<file path="config.mk">
export PLATFORM = sky130hd
export DESIGN_NAME = clint_timer_soft_int
export DESIGN_NICKNAME = d
export VERILOG_FILES = /design/src/rtl/clint_timer_soft_int.sv
export SDC_FILE = /design/constraint.sdc
export NUM_CORES = 1
export LEC_CHECK = 0
export ABC_AREA = 1
export BUFFER_PORTS_ARGS = -buffer_cell sky130_fd_sc_hd__buf_2
export CORE_ASPECT_RATIO = 0.75
export CORE_MARGIN = 2
export CORE_UTILIZATION = 38
export DETAILED_ROUTE_END_ITERATION = 16
export PLACE_DENSITY = 0.59
export SYNTH_ARGS = -nofsm -noshare
export SYNTH_HDL_FRONTEND = slang
export SYNTH_SLANG_ARGS = --single-unit
</file>
<file path="constraint.sdc">
create_clock -name CLK -period 2.13 [get_ports CLK]
set_input_delay 0.213 -clock CLK [delete_from_list [all_inputs] [get_ports CLK]]
set_output_delay 0.213 -clock CLK [all_outputs]
set_load 0.02 [all_outputs]
</file>
<file path="src/rtl/clint_timer_soft_int.sv">
// Core-local interruptor: mtime/mtimecmp timer and msip software interrupt, 32-bit bus halves.
// Latency: request sampled at edge N answers with a one-cycle ready/rdata/bus_err at N+1; irqs lag registers by one cycle.
// Backpressure: none; every access completes in one cycle and back-to-back requests are accepted.
module clint_timer_soft_int #(
  parameter logic [31:0] BASE_ADDR   = 32'h0200_0000,
  parameter int unsigned PRESCALE    = 1,
  parameter logic [63:0] MTIME_RESET = 64'h0
) (
  input  logic        CLK,
  input  logic        nRST,
  input  logic [31:0] addr,
  input  logic        ren,
  input  logic        wen,
  input  logic [31:0] wdata,
  output logic [31:0] rdata,
  output logic        ready,
  output logic        bus_err,
  output logic        timer_int,
  output logic        soft_int,
  output logic        timer_int_clear,
  output logic        soft_int_clear
);

  // Register offsets inside the 64 KiB window.
  localparam logic [15:0] OFF_MSIP     = 16'h0000;
  localparam logic [15:0] OFF_CMP_LO   = 16'h4000;
  localparam logic [15:0] OFF_CMP_HI   = 16'h4004;
  localparam logic [15:0] OFF_MTIME_LO = 16'hBFF8;
  localparam logic [15:0] OFF_MTIME_HI = 16'hBFFC;

  // Terminal value of the prescale counter; the tick fires on this count.
  localparam logic [15:0] PRESC_LAST = 16'(PRESCALE - 1);

  // Architectural state.
  logic [63:0] mtime_q, mtime_d;
  logic [63:0] mtimecmp_q, mtimecmp_d;
  logic        msip_q, msip_d;
  logic [15:0] presc_q, presc_d;

  // Bus response registers.
  logic [31:0] rdata_q, rdata_d;
  logic        ready_q, ready_d;
  logic        bus_err_q, bus_err_d;

  // Interrupt lines and their falling-edge pulses.
  logic timer_int_q, timer_int_d;
  logic soft_int_q, soft_int_d;
  logic timer_int_clear_q, timer_int_clear_d;
  logic soft_int_clear_q, soft_int_clear_d;

  // Decode results.
  logic        in_window;
  logic        sel_msip;
  logic        sel_cmp_lo;
  logic        sel_cmp_hi;
  logic        sel_mtime_lo;
  logic        sel_mtime_hi;
  logic        hit;
  logic        req;
  logic        conflict;
  logic        rd_ok;
  logic        wr_ok;
  logic        tick;
  logic [31:0] rd_mux;

  assign in_window = (addr[31:16] == BASE_ADDR[31:16]);
  assign req       = ren | wen;
  assign conflict  = ren & wen;

  // Address decode: one-hot register select, all zero outside the window or on a hole.
  always_comb begin
    sel_msip     = 1'b0;
    sel_cmp_lo   = 1'b0;
    sel_cmp_hi   = 1'b0;
    sel_mtime_lo = 1'b0;
    sel_mtime_hi = 1'b0;
    if (in_window) begin
      case (addr[15:0])
        OFF_MSIP:     sel_msip     = 1'b1;
        OFF_CMP_LO:   sel_cmp_lo   = 1'b1;
        OFF_CMP_HI:   sel_cmp_hi   = 1'b1;
        OFF_MTIME_LO: sel_mtime_lo = 1'b1;
        OFF_MTIME_HI: sel_mtime_hi = 1'b1;
        default:      ;
      endcase
    end
  end

  assign hit   = sel_msip | sel_cmp_lo | sel_cmp_hi | sel_mtime_lo | sel_mtime_hi;
  // A simultaneous read and write is an error and must have no side effects.
  assign rd_ok = ren & ~wen & hit;
  assign wr_ok = wen & ~ren & hit;
  assign tick  = (presc_q == PRESC_LAST);

  // Timebase: prescaled 64-bit increment; a software write to either half wins over the tick
  // and restarts the prescaler so the next increment is a full period after the write.
  always_comb begin
    presc_d = tick ? 16'h0 : presc_q + 16'd1;
    mtime_d = tick ? mtime_q + 64'd1 : mtime_q;
    if (wr_ok && sel_mtime_lo) begin
      mtime_d = {mtime_q[63:32], wdata};
      presc_d = 16'h0;
    end else if (wr_ok && sel_mtime_hi) begin
      mtime_d = {wdata, mtime_q[31:0]};
      presc_d = 16'h0;
    end
  end

  // Compare register and software-interrupt bit writes; only msip bit 0 is storage.
  always_comb begin
    mtimecmp_d = mtimecmp_q;
    msip_d     = msip_q;
    if (wr_ok && sel_cmp_lo) begin
      mtimecmp_d = {mtimecmp_q[63:32], wdata};
    end
    if (wr_ok && sel_cmp_hi) begin
      mtimecmp_d = {wdata, mtimecmp_q[31:0]};
    end
    if (wr_ok && sel_msip) begin
      msip_d = wdata[0];
    end
  end

  // Read mux over current register contents, so an mtime read sees the pre-tick value.
  always_comb begin
    rd_mux = 32'h0;
    if (sel_msip)     rd_mux = {31'h0, msip_q};
    if (sel_cmp_lo)   rd_mux = mtimecmp_q[31:0];
    if (sel_cmp_hi)   rd_mux = mtimecmp_q[63:32];
    if (sel_mtime_lo) rd_mux = mtime_q[31:0];
    if (sel_mtime_hi) rd_mux = mtime_q[63:32];
  end

  // Bus response: every request completes next cycle; errors and writes return zero data.
  always_comb begin
    ready_d   = req;
    bus_err_d = req & (conflict | ~hit);
    rdata_d   = rd_ok ? rd_mux : 32'h0;
  end

  // Interrupt generation from settled register values, plus one-cycle pulses on each fall.
  always_comb begin
    timer_int_d       = (mtime_q >= mtimecmp_q);
    soft_int_d        = msip_q;
    timer_int_clear_d = timer_int_q & ~timer_int_d;
    soft_int_clear_d  = soft_int_q & ~soft_int_d;
  end

  // Architectural registers.
  always_ff @(posedge CLK or negedge nRST) begin
    if (!nRST) begin
      mtime_q    <= MTIME_RESET;
      mtimecmp_q <= 64'hFFFF_FFFF_FFFF_FFFF;
      msip_q     <= 1'b0;
      presc_q    <= 16'h0;
    end else begin
      mtime_q    <= mtime_d;
      mtimecmp_q <= mtimecmp_d;
      msip_q     <= msip_d;
      presc_q    <= presc_d;
    end
  end

  // Bus response registers; reset drops any access in flight.
  always_ff @(posedge CLK or negedge nRST) begin
    if (!nRST) begin
      rdata_q   <= 32'h0;
      ready_q   <= 1'b0;
      bus_err_q <= 1'b0;
    end else begin
      rdata_q   <= rdata_d;
      ready_q   <= ready_d;
      bus_err_q <= bus_err_d;
    end
  end

  // Interrupt output registers; cleared with reset so no pulse appears on reset release.
  always_ff @(posedge CLK or negedge nRST) begin
    if (!nRST) begin
      timer_int_q       <= 1'b0;
      soft_int_q        <= 1'b0;
      timer_int_clear_q <= 1'b0;
      soft_int_clear_q  <= 1'b0;
    end else begin
      timer_int_q       <= timer_int_d;
      soft_int_q        <= soft_int_d;
      timer_int_clear_q <= timer_int_clear_d;
      soft_int_clear_q  <= soft_int_clear_d;
    end
  end

  assign rdata           = rdata_q;
  assign ready           = ready_q;
  assign bus_err         = bus_err_q;
  assign timer_int       = timer_int_q;
  assign soft_int        = soft_int_q;
  assign timer_int_clear = timer_int_clear_q;
  assign soft_int_clear  = soft_int_clear_q;

endmodule

</file>
==> results of run 1 <==
## kinds of logic (layout without fill, tap and decap cells)
family,Yosys count,in the layout,synth area share [%]
buf+inv,285,517,8.76
fa+ha+maj,67,67,6.63
xor+xnor,29,29,2.01
flops,183,183,36.9
simple gates,1052,1052,35.1
compound gates,264,264,10.7
## state kept, by name, indices dropped and copies added, names as in the netlist
name	count
mtimecmp_q	64
timer_int	1
soft_int	1
rdata	32
presc_q	16
mtime_q	64
ready	1
timer_int_clear	1
bus_err	1
msip_q	1
soft_int_clear	1
## power by group
| group | switching [W] | total, W | internal, W |
|---|---|---|---|
| clock | 0.00152 | 0.00304 | 0.00152 |
| combinational | 0.000196 | 0.000294 | 0.0000979 |
| sequential | 0.000000490 | 0.00348 | 0.00348 |
## worst min-delay path: cells and delay by family
kind	cells	cell delay [ns]
simple gates	2	0.12
buf+inv	1	0.11
## worst paths after layout
check | end | slack (ns) | cells past startpoint
max | timer_int_clear | 0.12 | 10
min | mtime_q[15] | 0.02 | 3
max reg2reg | timer_int_clear | 0.12 | 10
min reg2reg | presc_q[0] | 0.45 | 1
max in group asynchronous | mtimecmp_q[63] | 1.14 | 3
min in group asynchronous | rdata[22] | 0.21 | 2
## synth_stat cells, types with 2 or more instances
cell / number
nand2_1: 544
nor2_1: 268
inv_1: 219
nand3_1: 134
o21ai_0: 124
a21oi_1: 121
dfrtp_1: 119
ha_1: 67
dfstp_2: 64
nand4_1: 51
clkbuf_1: 38
nor3_1: 19
buf_2: 18
xor2_1: 18
xnor2_1: 11
o21ai_1: 8
inv_2: 7
nand3b_1: 7
nor2_2: 6
o21a_1: 4
nand3_4: 3
o211ai_1: 3
or2_2: 3
and2_1: 2
and3b_1: 2
buf_6: 2
nand2_2: 2
nand3_2: 2
nor4_1: 2
o21bai_1: 2
## layout make-up
| type | instances | area, um^2 |
|---|---|---|
| Multi-Input combinational cell | 1412 | 6930 |
| Timing Repair Buffer | 259 | 1910 |
| Clock inverter | 11 | 77.6 |
| Fill cell | 3380 | 17100 |
| Tap cell | 442 | 553 |
| Sequential cell | 183 | 4670 |
| Inverter | 226 | 848 |
| Clock buffer | 21 | 450 |
## per-layer routing
layer  track usage (%)  routed length, um  vias to the layer above
met2              40.7              19200                      370
met1              40.0              22700                     6129
met3              4.16               2890                       27
met4              4.92                321                        0
li1                  -                  -                     6457
met5                 0                  0                        -
## repair_timing
action                                 4_1_cts  5_1_grt
setup buffers                                0        0
endpoints found under the hold margin      103        0
resized for setup                            0       26
hold buffers                                18        0
setup endpoints to repair                    0       33
## per-stage QoR
stage | setup WS [ns] | setup TNS (ns)
2_1_floorplan | 0.251 | 0
3_3_place_gp | 0.0827 | 0
3_5_place_dp | 0.0942 | 0
4_1_cts | 0.0602 | 0
5_1_grt | -0.0212 | -0.0212
6_report | 0.118 | 0
==> metrics.txt, run 1 <==
CTS tree built; Sink Count 183; EDFF count, synth 0; setup violators final 0; unrepaired setup endpoints after global routing true; Slowest-stage cell, CP dfstp_2; Critical Path Fanout Max 3; Post-Synthesis Cells 1880; Tcrit/Tclk final 94.5%; P_leak 7.21 nW; clock root buffer clkbuf_16; die footprint 34800 um^2; min Tclk post-route 2.01 ns; CP arrival 2.37 ns; most frequent cells in the layout nand2_1, nor2_1, inv_1; kind of critical path flip-flop to flip-flop; starting DRC count in detailed routing 1172; crit path launch type flip-flop; crit path from mtimecmp_q[31]; Post-DRT Antenna Nets 0; Mapped Area 12600 um^2; final core utilization 47.4%; Final Total Pwr 0.00682 W; DRC 0; Setup crit end kind flip-flop; Num CTS Buffers 17; Final Instance Count excl. Fillers 2554; critical path, cell by cell inv_1 -> ha_1 -> nand2_1 -> nor2_1 -> nand2_1 -> nor2_1 -> and3b_1 -> nand2_1 -> nand3_1 -> nor2_1; WP buf/inv 1; Clock Tree Buf Depth 2; GRT Util Overall 26.7%; share of cells above drive strength 1 18.3%; Synth top area share 23.6%; worst skew pair latency 0.47 ns; initial core utilization 38.8%; initial antenna violation count 0; CP delay by family, top simple AND/OR/NAND/NOR gates; Yosys top cell by area dfrtp_1; # diodes 0; DRT Pass-1 Iters 5; peak supply drop 0.000453 V; hpwl dp 35200 um; gp weighted congestion 1.00; Via density 5.08; num ports 106; Avg WL per Cell 17.7 um; Synth Flop Type dfrtp_1; worst reg2reg path startpoint mtimecmp_q[31]; Max transition margin 67.3%; area after detailed placement 14700 um^2; final hold violations 0; Port Buf Inserts 105; Core ar. 32600 um^2; status finished, final reports clean; largest net degree at the start of global routing 62; commonest non-fill, non-tap cell in the layout nand2_1; Hold Path Origin wdata[15]; P&R area growth vs syn 22.2%; Die Ht 162 um; Pins Over Slew Limit 0; design area 15400 um^2; measured slew at the worst slew-check pin 0.490 ns; Syn Area/Cell 6.72 um^2; Max Cap Violations 0; vias in the first global route 12458; max incr delay on CP 0.54 ns; H-tree Lvls 4; Max Fclk 0.497 GHz; DRT Wirelength 45100 um; grt ovf 0; register area share after synthesis 36.9%; Pwr Density 441 nW/um^2; via count 12983; Clock Skews 0.0111 ns; YS warnings 0; Syn Nets 2015; Die Wd 215 um; Cell variety after synth 40; flops & latches, synth 183; Reg clk slew, reported paths 0.07 ns; Hold WS 0.0158 ns; top cells by area, synth dfrtp_1, nand2_1, dfstp_2, nor2_1, ha_1; # rows 57; first-pass GRT wire length 71300 um; Required @ worst endpoint 2.49 ns; nets@finish 2234; DP Cell Count 2504; worst hold path class input pin to flip-flop; ys async rst share 100%
Power figures use the tool's default switching activity.
==> inputs of run 2 (changes only) <==
ABC_AREA = default   (was 1)
GPL_ROUTABILITY_DRIVEN = 0   (was default)
==> run 2 against run 1 <==
  * Register-to-register slack worse by 0.31 ns
  * The run now ends with setup timing left
  * Routed wire length down 30%
  * Power up 3.3%
  * Clock power up 8.2%
  * Die area down 17%
  * Largest cell class unchanged
  * Critical endpoint is now mtime_q[60]
  * Cell count down 30%
  * Highest routed layer unchanged
  * Clock skew up 0.010 ns
  * Sequential share of layout area up 2.5 points
==> metrics.txt, run 2 <==
measured slew at the worst slew-check pin 0.436 ns (-0.0540 ns); Syn Nets 1292 (-36%); Setup crit end kind flip-flop; starting DRC count in detailed routing 682 (-42%); grt ovf 0 (unchanged); design area 14200 um^2 (-8.0%); Slowest-stage cell, CP or4_4; Pins Over Slew Limit 0 (unchanged); via count 9372 (-28%); fillers 2456 (-27%); EDFF count, synth 0 (unchanged); Via density 5.25 (+3.3%); Num CTS Buffers 17 (unchanged); metal3 WL 1550 um (-46%); peak supply drop 0.000480 V (+6.0%); # diodes 0 (unchanged); final core utilization 52.5% (+5.1 points); Reg clk slew, reported paths 0.08 ns (about the same); commonest cells in the netlist nand2_1, o21ai_0, dfrtp_1; min Tclk post-route 2.32 ns (+0.313 ns); met2 wire length 13500 um (-30%); register area share after synthesis 44.4% (+7.5 points); Final Instance Count excl. Fillers 1784 (-30%); Switch Pwr 0.00176 W (+2.6%); H-tree Lvls 4 (unchanged); CTS tree built; part of the power in the clock network 46.7% (+2.1 points); DRT Pass-1 Iters 7 (+2); P_int 0.00528 W (+3.5%); Cell variety after synth 55 (+38%); setup violators final 43 (+43); max incr delay on CP 0.57 ns (+0.03 ns); Avg WL per Cell 17.7 um (+0.34%); Die Ht 148 um (-8.7%); Yosys top cell by area dfrtp_1; highest routed metal layer met4; sequential share of power 49.4% (-1.7 points); top cells by area, synth dfrtp_1, dfstp_2, ha_1, nand2_1, o21ai_0; ys async rst share 100% (unchanged); YS warnings 0 (unchanged); area after detailed placement 12800 um^2 (-13%); # rows 52 (-8.8%); final hold violations 0 (unchanged); Die Wd 196 um (-8.7%); nets@finish 1555 (-30%); share of cells above drive strength 1 36.8% (+19 points); violated checks setup timing; Post-Synthesis Cells 1157 (-38%); Critical Path Fanout Max 5 (+2); cell mode on critical path nand4_1; worst setup slack after layout -0.195 ns (-0.313 ns); Max transition margin 70.8% (+3.4 points); Syn Area/Cell 9.07 um^2 (+35%); top-count cell post-synth nand2_1; Pwr Density 496 nW/um^2 (+12%); DP Cell Count 1731 (-31%); GRT Util Overall 22.3% (-4.4 points); Required @ worst endpoint 2.47 ns (-0.02 ns); first-pass GRT wire length 50500 um (-29%); Core ar. 27100 um^2 (-17%); num ports 106 (unchanged); Hold WS 0.0177 ns (+0.00191 ns); Mapped Area 10500 um^2 (-17%); initial core utilization 38.8% (about the same); status complete, but fails checks; unrepaired setup endpoints after global routing true; worst hold path class input pin to flip-flop; initial antenna violation count 0 (unchanged); M1 wire length 16200 um (-29%); Synth top area share 28.4% (+4.8 points); Sink Count 183 (unchanged); Port Buf Inserts 105 (unchanged); DRC 0 (unchanged); Tcrit/Tclk final 109% (+15 points); vias in the first global route 9230 (-26%); CP arrival 2.67 ns (+0.30 ns); critical path, cell by cell nand4_1 -> or4_4 -> nor4_1 -> nand4_1 -> buf_4 -> nor3_2 -> xnor2_1 -> o21ai_1; switching share of power 25.0% (-0.16 points); DRT Wirelength 31600 um (-30%); hpwl dp 23300 um (-34%); crit path launch type flip-flop; largest net degree at the start of global routing 59 (-4.8%); commonest non-fill, non-tap cell in the layout nand2_1; most frequent cells in the layout nand2_1, buf_4, dfrtp_1; P&R area growth vs syn 35.4%; Synth Flop Type dfrtp_1; Gate power share 3.9% (-0.4 points); P_leak 6.63 nW (-8.1%); die footprint 29000 um^2 (-17%); Clock Tree Buf Depth 2 (unchanged); flops & latches, synth 183 (unchanged); kind of critical path flip-flop to flip-flop; Max Fclk 0.430 GHz (-13%); worst skew pair latency 0.46 ns (about the same); Max Cap Violations 0 (unchanged); clock root buffer clkbuf_16; Post-DRT Antenna Nets 0 (unchanged); Clock Skews 0.0213 ns (+0.0102 ns)
==> run 2: cell types whose count changed in the layout (fill, tap and decap cells not counted), moves of 31 or more <==
cell	change
a21oi_1	-97
a222oi_1	+31
buf_4	+38
inv_1	-139
nand2_1	-362
nand3_1	-100
nor2_1	-195
o21ai_1	+37
xnor2_1	+34
==> run 2: timing repair <==
| action | in CTS | in global routing |
|---|---|---|
| gates resized for setup | 93 | 66 |
| setup buffers | 12 | 3 |
| pin swaps | 45 | 42 |
| endpoints found under the hold margin | 47 | 0 |
| setup endpoints to repair | 56 | 64 |
| hold buffers | 7 | 0 |
==> run 2: area by class of cell <==
type / instances / area [um^2] / area share [%]
clock buffer: 18 / 439 / 3.09
multi-input combinational: 832 / 5960 / 41.9
inverter: 86 / 323 / 2.27
timing repair buffer: 300 / 2230 / 15.7
tap: 351 / 439 / 3.09
clock inverter: 14 / 160 / 1.13
sequential: 183 / 4660 / 32.8
==> run 2: path summary, 6_finish.rpt <==
kind                            start              to  slack, ns  depth (start not counted)
setup / recovery           mtime_q[5]     mtime_q[60]      -0.19                          8
hold / removal              wdata[13]  mtimecmp_q[13]       0.02                          3
setup reg to reg           mtime_q[5]     mtime_q[60]      -0.19                          8
hold reg to reg                msip_q        soft_int       0.46                          0
max in group asynchronous        nRST  mtimecmp_q[39]       1.11                          3
min in group asynchronous        nRST     mtime_q[56]       0.28                          2
==> run 2: kinds of logic after synthesis <==
family          synth area share, %
compound gates                 12.6
xor+xnor                       6.26
fa+ha+maj                      8.08
buf+inv                        5.29
flops                          44.4
mux                            3.31
simple gates                   20.0
==> run 2: power groups by stage <==
stage	sequential, W	clock (W)	combinational [W]
global route	0.00348	0.00350	0.000304
global placement	0.00354	0	0.000265
detailed placement	0.00354	0	0.000267
finish	0.00348	0.00329	0.000274
floorplan	0.00355	0	0.0000479
CTS	0.00348	0.00338	0.000278
==> run 2: metrics by stage <==
stage	power (W)	worst slack (ns)	setup TNS (ns)
finish	0.00704	-0.195	-4.76
detailed placement	0.00381	-0.269	-14.10
global route	0.00729	-0.279	-10.15
floorplan	0.00360	-0.149	-2.11
CTS	0.00713	-0.172	-4.47
global placement	0.00381	-0.255	-11.15
==> run 2: per-layer routing <==
layer | up-vias | global-route usage (%)
met2 | 245 | 33.0
met4 | 0 | 4.77
met3 | 27 | 3.90
met5 | - | 0
li1 | 4560 | -
met1 | 4540 | 34.0
==> run 2: worst max-delay path: cells and delay by family (launching register included) <==
family                    cells  cell delay, ns
DFF                           1            0.35
and+or+nand+nor               5            1.42
xor gates and xnor gates      1            0.17
AOI/OAI and AO/OA             1            0.08
buffers and inverters         1            0.19
==> inputs of run 3 (changes only) <==
ABC_AREA = 1   (was default)
==> run 3 against run 2 <==
  * The flow now finishes without violations
  * Largest power group unchanged
  * Critical path type unchanged
  * Clock skew down 0.010 ns
  * Design area grew 7.6%
  * Register-to-register slack improved by 0.26 ns
==> metrics.txt, run 3 (synthesis results as in run 1) <==
Sum Neg Setup Slack 0 ns (+4.76 ns); status finished, final reports clean; Core ar. 32600 um^2 (+20%); H-tree Lvls 4 (unchanged); # rows 57 (+9.6%); commonest non-fill, non-tap cell in the layout nand2_1; Post-DRT Antenna Nets 0 (unchanged); CTS tree built; largest net degree at the start of global routing 58 (-1.7%); share of cells above drive strength 1 17.9% (-19 points); initial core utilization 38.8% (about the same); Pwr Density 467 nW/um^2 (-5.9%); RR Endpoint timer_int_clear; worst reg2reg path startpoint mtimecmp_q[7]; Reg clk slew, reported paths 0.07 ns (about the same); hpwl dp 33500 um (+44%); initial antenna violation count 0 (unchanged); die footprint 34800 um^2 (+20%); Min-Delay Endpoint mtimecmp_q[9]; Final Instance Count excl. Fillers 2523 (+41%); worst skew pair latency 0.47 ns (about the same); most frequent cells in the layout nand2_1, nor2_1, inv_1; starting DRC count in detailed routing 1167 (+71%); Avg WL per Cell 17.2 um (-3.1%); Clock Tree Buf Depth 2 (unchanged); Reg2Reg Setup Slack 0.06 ns (+0.26 ns); final hold violations 0 (unchanged); GRT Util Overall 25.5% (+3.2 points); peak supply drop 0.000406 V (-16%); Required @ worst endpoint 2.49 ns (+0.02 ns); final core utilization 46.9% (-5.6 points); Via density 5.19 (-1.2%); min Tclk post-route 2.07 ns (-0.256 ns); Worst Reg-to-Reg Cells 9 (+1); grt ovf 0 (unchanged); clock root buffer clkbuf_16; Setup crit end kind flip-flop; Clock Skews 0.0110 ns (-0.0103 ns); first-pass GRT wire length 68600 um (+36%); Tcrit/Tclk final 97.1% (-12 points); worst hold path class input pin to flip-flop; Max Fclk 0.483 GHz (+12%); Max transition margin 66.9% (-3.9 points); num ports 106 (unchanged); measured slew at the worst slew-check pin 0.497 ns (+0.0612 ns); Port Buf Inserts 105 (unchanged); setup violators final 0 (-100%); Pins Over Slew Limit 0 (unchanged); Worst Hold Depth 3 (unchanged); Max Cap Violations 0 (unchanged); Die Wd 215 um (+9.6%); DRT Pass-1 Iters 8 (+1); DP Cell Count 2476 (+43%); Sink Count 183 (unchanged); # diodes 0 (unchanged); via count 13096 (+40%); Final Total Pwr 0.00714 W (+1.3%); DRT Wirelength 43300 um (+37%); Critical Path Fanout Max 3 (-2); Hold Path Origin wdata[9]; unrepaired setup endpoints after global routing false; kind of critical path flip-flop to flip-flop; P&R area growth vs syn 21.0%; vias in the first global route 12318 (+33%); Die Ht 162 um (+9.5%); crit path launch type flip-flop; P_leak 7.09 nW (+6.9%); DRC 0 (unchanged); CP arrival 2.43 ns (-0.24 ns); Num CTS Buffers 17 (unchanged); nets@finish 2203 (+42%)
==> run 3: cell types whose count changed in the layout (fill, tap and decap cells not counted), sizes merged, moves of 10 or more <==
cell / previous run / this run
nor2: 83 / 275
o21ai: 142 / 132
a21oi: 29 / 121
nand4: 32 / 51
inv: 93 / 227
a222oi: 31 / 0
mux2: 30 / 0
buf: 292 / 214
nand2: 180 / 546
xnor2: 51 / 11
nand3: 35 / 139
and3: 17 / 0
nor4: 22 / 2
==> run 3: per-layer routing <==
layer | global-route usage, % | share of wire [%] | vias up
met5 | 0 | 0 | -
met4 | 5.05 | 1.3 | 0
met3 | 6.48 | 8.4 | 38
met2 | 37.6 | 42 | 506
met1 | 37.6 | 48 | 6148
li1 | - | - | 6404
==> run 3: final cells by class <==
cell class | instances | area (um^2)
clock buffers | 20 | 447
clock inverters | 12 | 153
fillers | 3375 | 17300
inverters | 226 | 848
multi-input cells | 1412 | 6970
flip-flops and latches | 183 | 4670
well taps | 442 | 553
repair buffers | 228 | 1650
==> run 3: critical path: stages (launching register included) <==
cell and delay, ns:
dfstp_2 0.55, inv_1 0.04, ha_1 0.28, nand2_1 0.09
nor2_2 0.17, nand4_1 0.31, and3b_1 0.30, nand2_1 0.05
nand3_1 0.11, nor2_1 0.05
==> run 3: worst max-delay path by stage <==
| stage | from | end | slack, ns |
|---|---|---|---|
| 2_1_floorplan | mtime_q[1] | mtime_q[62] | 0.25 |
| 3_3_place_gp | mtime_q[21] | mtime_q[55] | -0.11 |
| 3_5_place_dp | mtime_q[21] | mtime_q[55] | -0.15 |
| 4_1_cts | mtimecmp_q[47] | timer_int_clear | 0.06 |
| 5_1_grt | mtime_q[16] | mtime_q[58] | 0.01 |
| 6_report | mtimecmp_q[7] | timer_int_clear | 0.06 |
==> run 3: power by group <==
group          internal [W]  leakage (nW)  switching, W
clock network       0.00188         0.282       0.00149
registers           0.00348          2.14   0.000000470
logic             0.0000919          4.66      0.000201
total               0.00545          7.09       0.00169
==> run 3: per-stage QoR <==
| step | cell area (um^2) | worst slack, ns | hold slack, ns |
|---|---|---|---|
| floorplan | 12600 | 0.251 | -0.0826 |
| global placement | 14500 | -0.115 | 0.178 |
| detailed placement | 14500 | -0.150 | 0.176 |
| CTS | 15200 | 0.0591 | 0.00134 |
| global route | 15300 | 0.0103 | 0.00787 |
| finish | 15300 | 0.0613 | 0.0186 |
==> run 3: timing repair <==
item | in CTS | in global routing
resized for setup | 1 | 35
pin swaps | 0 | 2
cloned | 0 | 0
hold endpoints to repair | 56 | 0
setup endpoints to repair | 2 | 42
setup buffers | 0 | 2
hold buffers | 13 | 0
